### src/rtl/wb_arbiter.sv
// Writeback arbiter: two result producers share one register-file write port.
// Conflicts are resolved round-robin; a scoreboard tracks registers with pending writes.
module wb_arbiter #(
    parameter int unsigned data_width = 32,
    parameter int unsigned reg_num    = 32,
    parameter int unsigned addr_width = $clog2(reg_num),
    parameter bit          zeroreg    = 1'b1
) (
    input  logic                  clk,
    input  logic                  rst,
    input  logic                  req0_valid,
    input  logic [addr_width-1:0] req0_rd,
    input  logic [data_width-1:0] req0_data,
    output logic                  req0_ready,
    input  logic                  req1_valid,
    input  logic [addr_width-1:0] req1_rd,
    input  logic [data_width-1:0] req1_data,
    output logic                  req1_ready,
    input  logic                  issue_valid,
    input  logic [addr_width-1:0] issue_rd,
    output logic                  write_n,
    output logic [addr_width-1:0] wr_rd,
    output logic [data_width-1:0] wr_data,
    output logic [reg_num-1:0]    busy
);

    logic                  ptr_q, ptr_d;
    logic                  write_n_q, write_n_d;
    logic [addr_width-1:0] wr_rd_q, wr_rd_d;
    logic [data_width-1:0] wr_data_q, wr_data_d;
    logic [reg_num-1:0]    busy_q, busy_d;

    logic                  transfer;
    logic [addr_width-1:0] sel_rd;
    logic [data_width-1:0] sel_data;

    function automatic logic is_zero_reg(input logic [addr_width-1:0] rd);
        return zeroreg && (rd == '0);
    endfunction

    // ptr_q names the requester that wins when both are valid.
    always_comb begin
        req0_ready = 1'b0;
        req1_ready = 1'b0;
        if (!rst) begin
            req0_ready = req0_valid && (!req1_valid || !ptr_q);
            req1_ready = req1_valid && (!req0_valid || ptr_q);
        end
    end

    assign transfer = req0_ready || req1_ready;
    assign sel_rd   = req1_ready ? req1_rd   : req0_rd;
    assign sel_data = req1_ready ? req1_data : req0_data;

    always_comb begin
        ptr_d     = ptr_q;
        write_n_d = 1'b1;
        wr_rd_d   = wr_rd_q;
        wr_data_d = wr_data_q;
        if (transfer) begin
            ptr_d     = req0_ready;
            write_n_d = is_zero_reg(sel_rd);
            wr_rd_d   = sel_rd;
            wr_data_d = sel_data;
        end
    end

    // Clear first, then set, so an issue to the register being written keeps it busy.
    always_comb begin
        busy_d = busy_q;
        if (!write_n_q && (32'(wr_rd_q) < reg_num)) begin
            busy_d[wr_rd_q] = 1'b0;
        end
        if (issue_valid && !is_zero_reg(issue_rd) && (32'(issue_rd) < reg_num)) begin
            busy_d[issue_rd] = 1'b1;
        end
    end

    always_ff @(posedge clk) begin
        if (rst) begin
            ptr_q     <= 1'b0;
            write_n_q <= 1'b1;
            wr_rd_q   <= '0;
            wr_data_q <= '0;
            busy_q    <= '0;
        end else begin
            ptr_q     <= ptr_d;
            write_n_q <= write_n_d;
            wr_rd_q   <= wr_rd_d;
            wr_data_q <= wr_data_d;
            busy_q    <= busy_d;
        end
    end

    assign write_n = write_n_q;
    assign wr_rd   = wr_rd_q;
    assign wr_data = wr_data_q;
    assign busy    = busy_q;

endmodule

### config.mk
export PLATFORM = sky130hd
export DESIGN_NAME = wb_arbiter
export DESIGN_NICKNAME = d
export VERILOG_FILES = /design/src/rtl/wb_arbiter.sv
export SDC_FILE = /design/constraint.sdc
export NUM_CORES = 1
export LEC_CHECK = 0
export ABC_AREA = 1
export ABC_CLOCK_PERIOD_IN_PS = 1900
export BUFFER_PORTS_ARGS = -buffer_cell sky130_fd_sc_hd__buf_2
export CAP_MARGIN = 20
export CORE_ASPECT_RATIO = 1.4
export CORE_MARGIN = 2
export CORE_UTILIZATION = 50
export DETAILED_ROUTE_END_ITERATION = 6
export PLACE_DENSITY = 0.85
export SYNTH_ARGS = -nofsm -noshare
export SYNTH_HDL_FRONTEND = slang
export SYNTH_SLANG_ARGS = --single-unit
### constraint.sdc
create_clock -name clk -period 1.9 [get_ports clk]
set_input_delay 0.38 -clock clk [delete_from_list [all_inputs] [get_ports clk]]
set_output_delay 0.38 -clock clk [all_outputs]
set_load 0.05 [all_outputs]
# Word level (Yosys, flattened, before mapping)
# Cells that the tools add are included.
op_classes:
  reduce_logical: 15
  n_lt_le_gt_ge: 4
  bitwise: 4
  n_mux: 10
ops:
  columns: ["operator", "count"]
  rows:
  - ["2-to-1 mux 32 bit", 3]
  - ["bitwise AND 32 bit", 1]
  - ["inverter 32 bit", 1]
  - ["OR 32 bit", 1]
  - ["< comparator 5 x 6 -> 1 bit (second input constant)", 2]
  - ["demux 1 bit (select 5 bit)", 2]
  - ["greater-or-equal comparator 5 x 1 -> 1 bit (second input constant)", 2]
  - ["logical NOT 5 bit", 2]
  - ["logical AND 1 bit", 5]
  - ["2-to-1 mux 5 bit", 1]
  - ["logical NOT 1 bit", 4]
  - ["2-to-1 mux 1 bit", 4]
  - ["logical OR 1 bit", 3]
  - ["OR reduction 2 bit", 1]
  - ["inverter 1 bit", 1]
totals:
  reg_bits: 71
  out_inout_bits: 72
  elab_cells: 38
  input_bits: 84

# Longest topological paths before layout
logic_depth:
  ltp_word: 9
  mapped_depth: 9
  depth_no_buf: 8

# Worst setup path after synthesis
# OpenSTA, ideal clock, no wires.
synth_path:
  path_kind: "input to register"
  startpoint: "input rst"
  endpoint: "register wr_rd_q[3], in the netlist wr_rd[3]"
  cell_stages: 5
  required_time_ns: 1.789
  setup_time_ns: 0.111
  slack_ns: -0.198
  n_path_buf: 1
  arrival_ns: 1.987
  cell_sequence: "buf_6 nor3_1 o21ai_0 nand2_1 inv_1"
synth_via:
  elab_chain_cells: 2
  elab_cells_between_ends: 4
  cone_classes: "mux (3); reduce/logical (1)"
synth_lines:
  columns: ["item", "line_no", "text"]
  rows:
  - ["start: declaration", "10", "input logic rst,"]
  - ["2-to-1 mux 1 bit", "45", "if (!rst) begin"]
  - ["named net req0_ready", "14", "output logic req0_ready,"]
  - ["logical OR 1 bit", "51", "assign transfer = req0_ready || req1_ready;"]
  - ["end signal: assignment", "89", "wr_rd_q <= wr_rd_d;"]
  - ["end: declaration", "29", "logic [addr_width-1:0] wr_rd_q, wr_rd_d;"]
# The timed path passes the listed nets, and every way through them passes these cells.
# A chain may end at the register's enable or synchronous reset.

# Worst setup path after layout
layout_path:
  startpoint: "register ptr_q"
  endpoint: "output req1_ready"
layout_via:
  elab_chain_cells: 3
layout_lines:
  columns: ["item", "line_no", "text"]
  rows:
  - ["start: declaration", "27", "logic ptr_q, ptr_d;"]
  - ["start signal: assignment", "87", "ptr_q <= ptr_d;"]
  - ["logical OR 1 bit", "47", "req1_ready = req1_valid && (!req0_valid || ptr_q);"]
  - ["logical AND 1 bit", "47", null]
  - ["2-to-1 mux 1 bit", "45", null]
  - ["end: declaration", "18", "output logic req1_ready,"]
# No other way between the ends.

==> run_results.csv <==
group,metric,value,unit
setup_path,worst_r2r_endpoint,"wr_rd[3]",
global_route,grtUsageMet1,27.89,%
clocking,path_clk_slew,70,ps
power_and_ir_drop,power.ir.vdd_worst,0.4387,mV
setup_path,worst-path-stages,5,
setup_path,critPathTopFamily,"buffers and inverters",
route,drcViolationCount,0,
global_route,remaining_overflow_grt,0,
synth,synth.yosys.seq_area_share,42.47,%
synth,syn_inst,505,
job,timing.max_cap.violations,0,
floorplanning,floorplan.initialDensity,51.29,%
floorplanning,core_area,0.006525,mm2
setup_path,worst_path_largest_cell_delay,330,ps
cells_and_area,antennaDiodeCount,0,
outcome,run_status,"completed",
placement,place.gp.congestion,0.9581,
route,routed-via-count,3695,
floorplanning,fp.dieArea,0.007373,mm2
synth,number_of_distinct_standard_cells_referenced_by_the_synthesized_netlist,21,
global_route,globalRouteMet3Util,7.000,%
cells_and_area,layout.area.seq,0.001421,mm2
global_route,number_of_global_route_vias_before_repair,3561,
clocking,clk-insertion-delay-late,350,ps
synth,synth-seq-cells,71,
synth,postSynthAreaPerCell,6.628,um2
route,route.detailed.wl_per_inst,12.36,um
setup_path,cp-end-kind,"output pin",
setup_path,cp_num_buf_inv,3,
power_and_ir_drop,cellLeakagePower,2.476,nW
timing,max_clock_freq,569.3,MHz
clocking,cts-htree-levels,3,
hold_path,holdCritPathClass,"primary input to flop",
global_route,grt.met2_usage,45.46,%
clocking,post_cts.resized_instances,0,
setup_path,critPathRequiredTime,1520,ps
setup_path,cell_chain_of_the_critical_path,"inv_1, nand2_1, nand2_2, inv_2, clkbuf_4",
synth,syn-cell-area,0.003347,mm2
setup_path,setup.worst_path.class,"flop to output pin",
global_route,grt_max_degree,53,
timing,clock_skew,11.87,ps
clocking,cts_root_buffer,"clkbuf_8",
timing,report.final.hold_viol_count,0,
global_route,top_usage_layer,"met2",
synth,postSynthNetCount,589,
route,drtAntennaViolNets,0,
clocking,cts_tree,"built",
power_and_ir_drop,power.switching_fraction,31.80,%
clocking,post-cts-setup-buffer-count,0,
clocking,clkSinkCount,71,
floorplanning,io-pin-count,156,
timing,worst_pin_slew,519.0,ps
cells_and_area,layout.filler_cells,588,
setup_path,reg2reg_setup_slack,440,ps
placement,detailed_place_hpwl,6.808,mm
route,number_of_vias_per_cell_after_detailed_routing,5.007,
synth,synth_top_cell_area_share,42.47,%
clocking,max_buffers_root_to_sink,2,
placement,port_buffers,155,
cells_and_area,layout.nets,743,
power_and_ir_drop,power.density_cell_area,870.7,mW/mm2
synth,most_repeated_cell_in_the_gate_level_netlist_after_synthesis,"nand2_1",
power_and_ir_drop,netSwitchingPower,1.222,mW
global_route,grt_antenna_before_repair,0,
power_and_ir_drop,seq_power_share,42.1,%
synth,synth_top_cells_by_area,"dfxtp_1, nand2_1, inv_1",
synth,ys_async_sr_fraction,0,%
route,routed_wl,9.124,mm
cells_and_area,multi_input_comb_area,0.001454,mm2
floorplanning,floorplan.die.width,73.15,um
setup_path,path_max_fanout,10,
setup_path,cp.arrival,1380,ps
synth,synth-edff-count,0,
synth,synth_largest_area_cell,"dfxtp_1",
power_and_ir_drop,totalPowerFinal,3.843,mW
setup_path,critical_path_end,"req1_ready",
power_and_ir_drop,clock_power_share,35.8,%
synth,ys_top_cells_by_count,"nand2_1, inv_1, dfxtp_1",
timing,final_setup_tns,0,ps
global_route,grt.total_usage,25.88,%
timing,finalMaxSlewViolations,0,
timing,period_needed,1757,ps
clocking,cts_inserted_buffers,9,
timing,grt_setup_unrepaired,"no",
floorplanning,row_count,35,
setup_path,r2r-start,"ptr_q",
synth,synthesis.yosys.warnings,0,
global_route,grt_pass1_wl,15.02,mm
timing,setup-violations-final,0,
cells_and_area,syn_to_final_growth,31.89,%
route,detail_route.first_pass.iterations,4,
route,iteration_0_drc_markers,256,
power_and_ir_drop,p_comb_share,22.1,%
timing,timing.slew.headroom,65.40,%
timing,timing.final.crit_share,92.46,%
setup_path,worst_setup_path_start_kind,"flop",
setup_path,beginning_of_the_critical_path,"ptr_q",
power_and_ir_drop,intPower,2.621,mW
setup_path,worst_path_max_delay_cell,"dfxtp_1",
setup_path,rr_worst_depth,9,
synth,synth_top_flop_cell,"dfxtp_1",
cells_and_area,post_route_cells_drive_above_1_share,28.16,%
clocking,count_of_hold_buffers_inserted_by_post_cts_repair,0,
floorplanning,die_height,100.8,um
==> routing by layer <==
layer | vias up | share of wire [%]
li1 | 1891 | -
met1 | 1596 | 38
met2 | 182 | 50
met3 | 26 | 9.2
met4 | 0 | 3.0
met5 | - | 0
==> flip-flops by register name, indices dropped and copies added, names as in the netlist <==
signal and flops:
write_n 1, busy 32, wr_rd 5, wr_data 32, ptr_q 1
==> layout make-up <==
class	count	share of cell area, %
tap	74	2.098
timing repair buffer	165	19.61
multi-input combinational	319	32.94
sequential	71	32.20
inverter	93	7.908
clock buffer	11	3.430
clock inverter	5	1.814
==> power groups by stage <==
stage / clock [mW] / sequential, mW / combinational [mW]
finish: 1.37 / 1.62 / 0.850
global route: 1.46 / 1.63 / 0.930
CTS: 1.40 / 1.62 / 0.851
detailed placement: 0 / 1.65 / 0.848
global placement: 0 / 1.65 / 0.832
floorplan: 0 / 1.93 / 0.325
==> how the worst min path moves through the flow <==
stage | from | end | cells after the start
after CTS | req0_data[19] | wr_data[19] | 5
after floorplan | ptr_q | ptr_q | 2
after global routing | req1_data[12] | wr_data[12] | 5
final | req1_data[5] | wr_data[5] | 5
after global placement | busy[0] | busy[0] | 2
after detailed placement | busy[0] | busy[0] | 2
==> tightest hold or removal path: stages <==
cell,delay [ps]
buf_2,70
nand2_1,40
nand2_1,50
o21ai_1,50
inv_1,40
==> placed cells by master, fill, tap and decap left out <==
master      netlist  routed
nor2_2            2       1
nor3_2            0       1
a21oi_1          68      68
nor3_1           13      12
nor2_1            1       1
buf_12            0       1
nor2_8            1       1
nand2_1         144     144
dfxtp_1          71      71
a211oi_1          1       1
bufinv_16         0       2
nand2_2           1       1
nand3_1          15      15
nor2_4            0       1
o21bai_1          1       1
nand3b_1          2       2
clkinvlp_4        0       2
buf_2             7     154
buf_4             3       9
clkbuf_8          0      11
inv_1            92      92
o21ai_1          27      27
clkinv_2          0       1
o21ai_0          43      43
clkbuf_4          0       1
inv_2             1       1
==> cells by family (layout without fill, tap and decap cells) <==
| kind of cell | count (synthesis) | after routing | share of synthesized area (%) |
|---|---|---|---|
| AO/OA/AOI/OAI | 140 | 140 | 21.08 |
| buffers and inverters | 115 | 274 | 14.39 |
| flip-flops | 71 | 71 | 42.47 |
| AND/OR/NAND/NOR | 179 | 179 | 22.06 |
==> through the flow <==
step | setup WS [ps] | hold WS [ps] | instances | util, % | area, um2
6_report | 143.4 | 308.0 | 738 | 67.65 | 4414
5_1_grt | 5.311 | 320.1 | 738 | 67.65 | 4414
2_1_floorplan | 297.6 | 449.5 | 505 | - | 3352
3_5_place_dp | 204.5 | 459.3 | 722 | 64.07 | 4180
4_1_cts | 102.0 | 303.0 | 738 | 67.61 | 4412
3_3_place_gp | 235.3 | 445.4 | 722 | 64.07 | 4180
(Power assumes the default switching activity.)
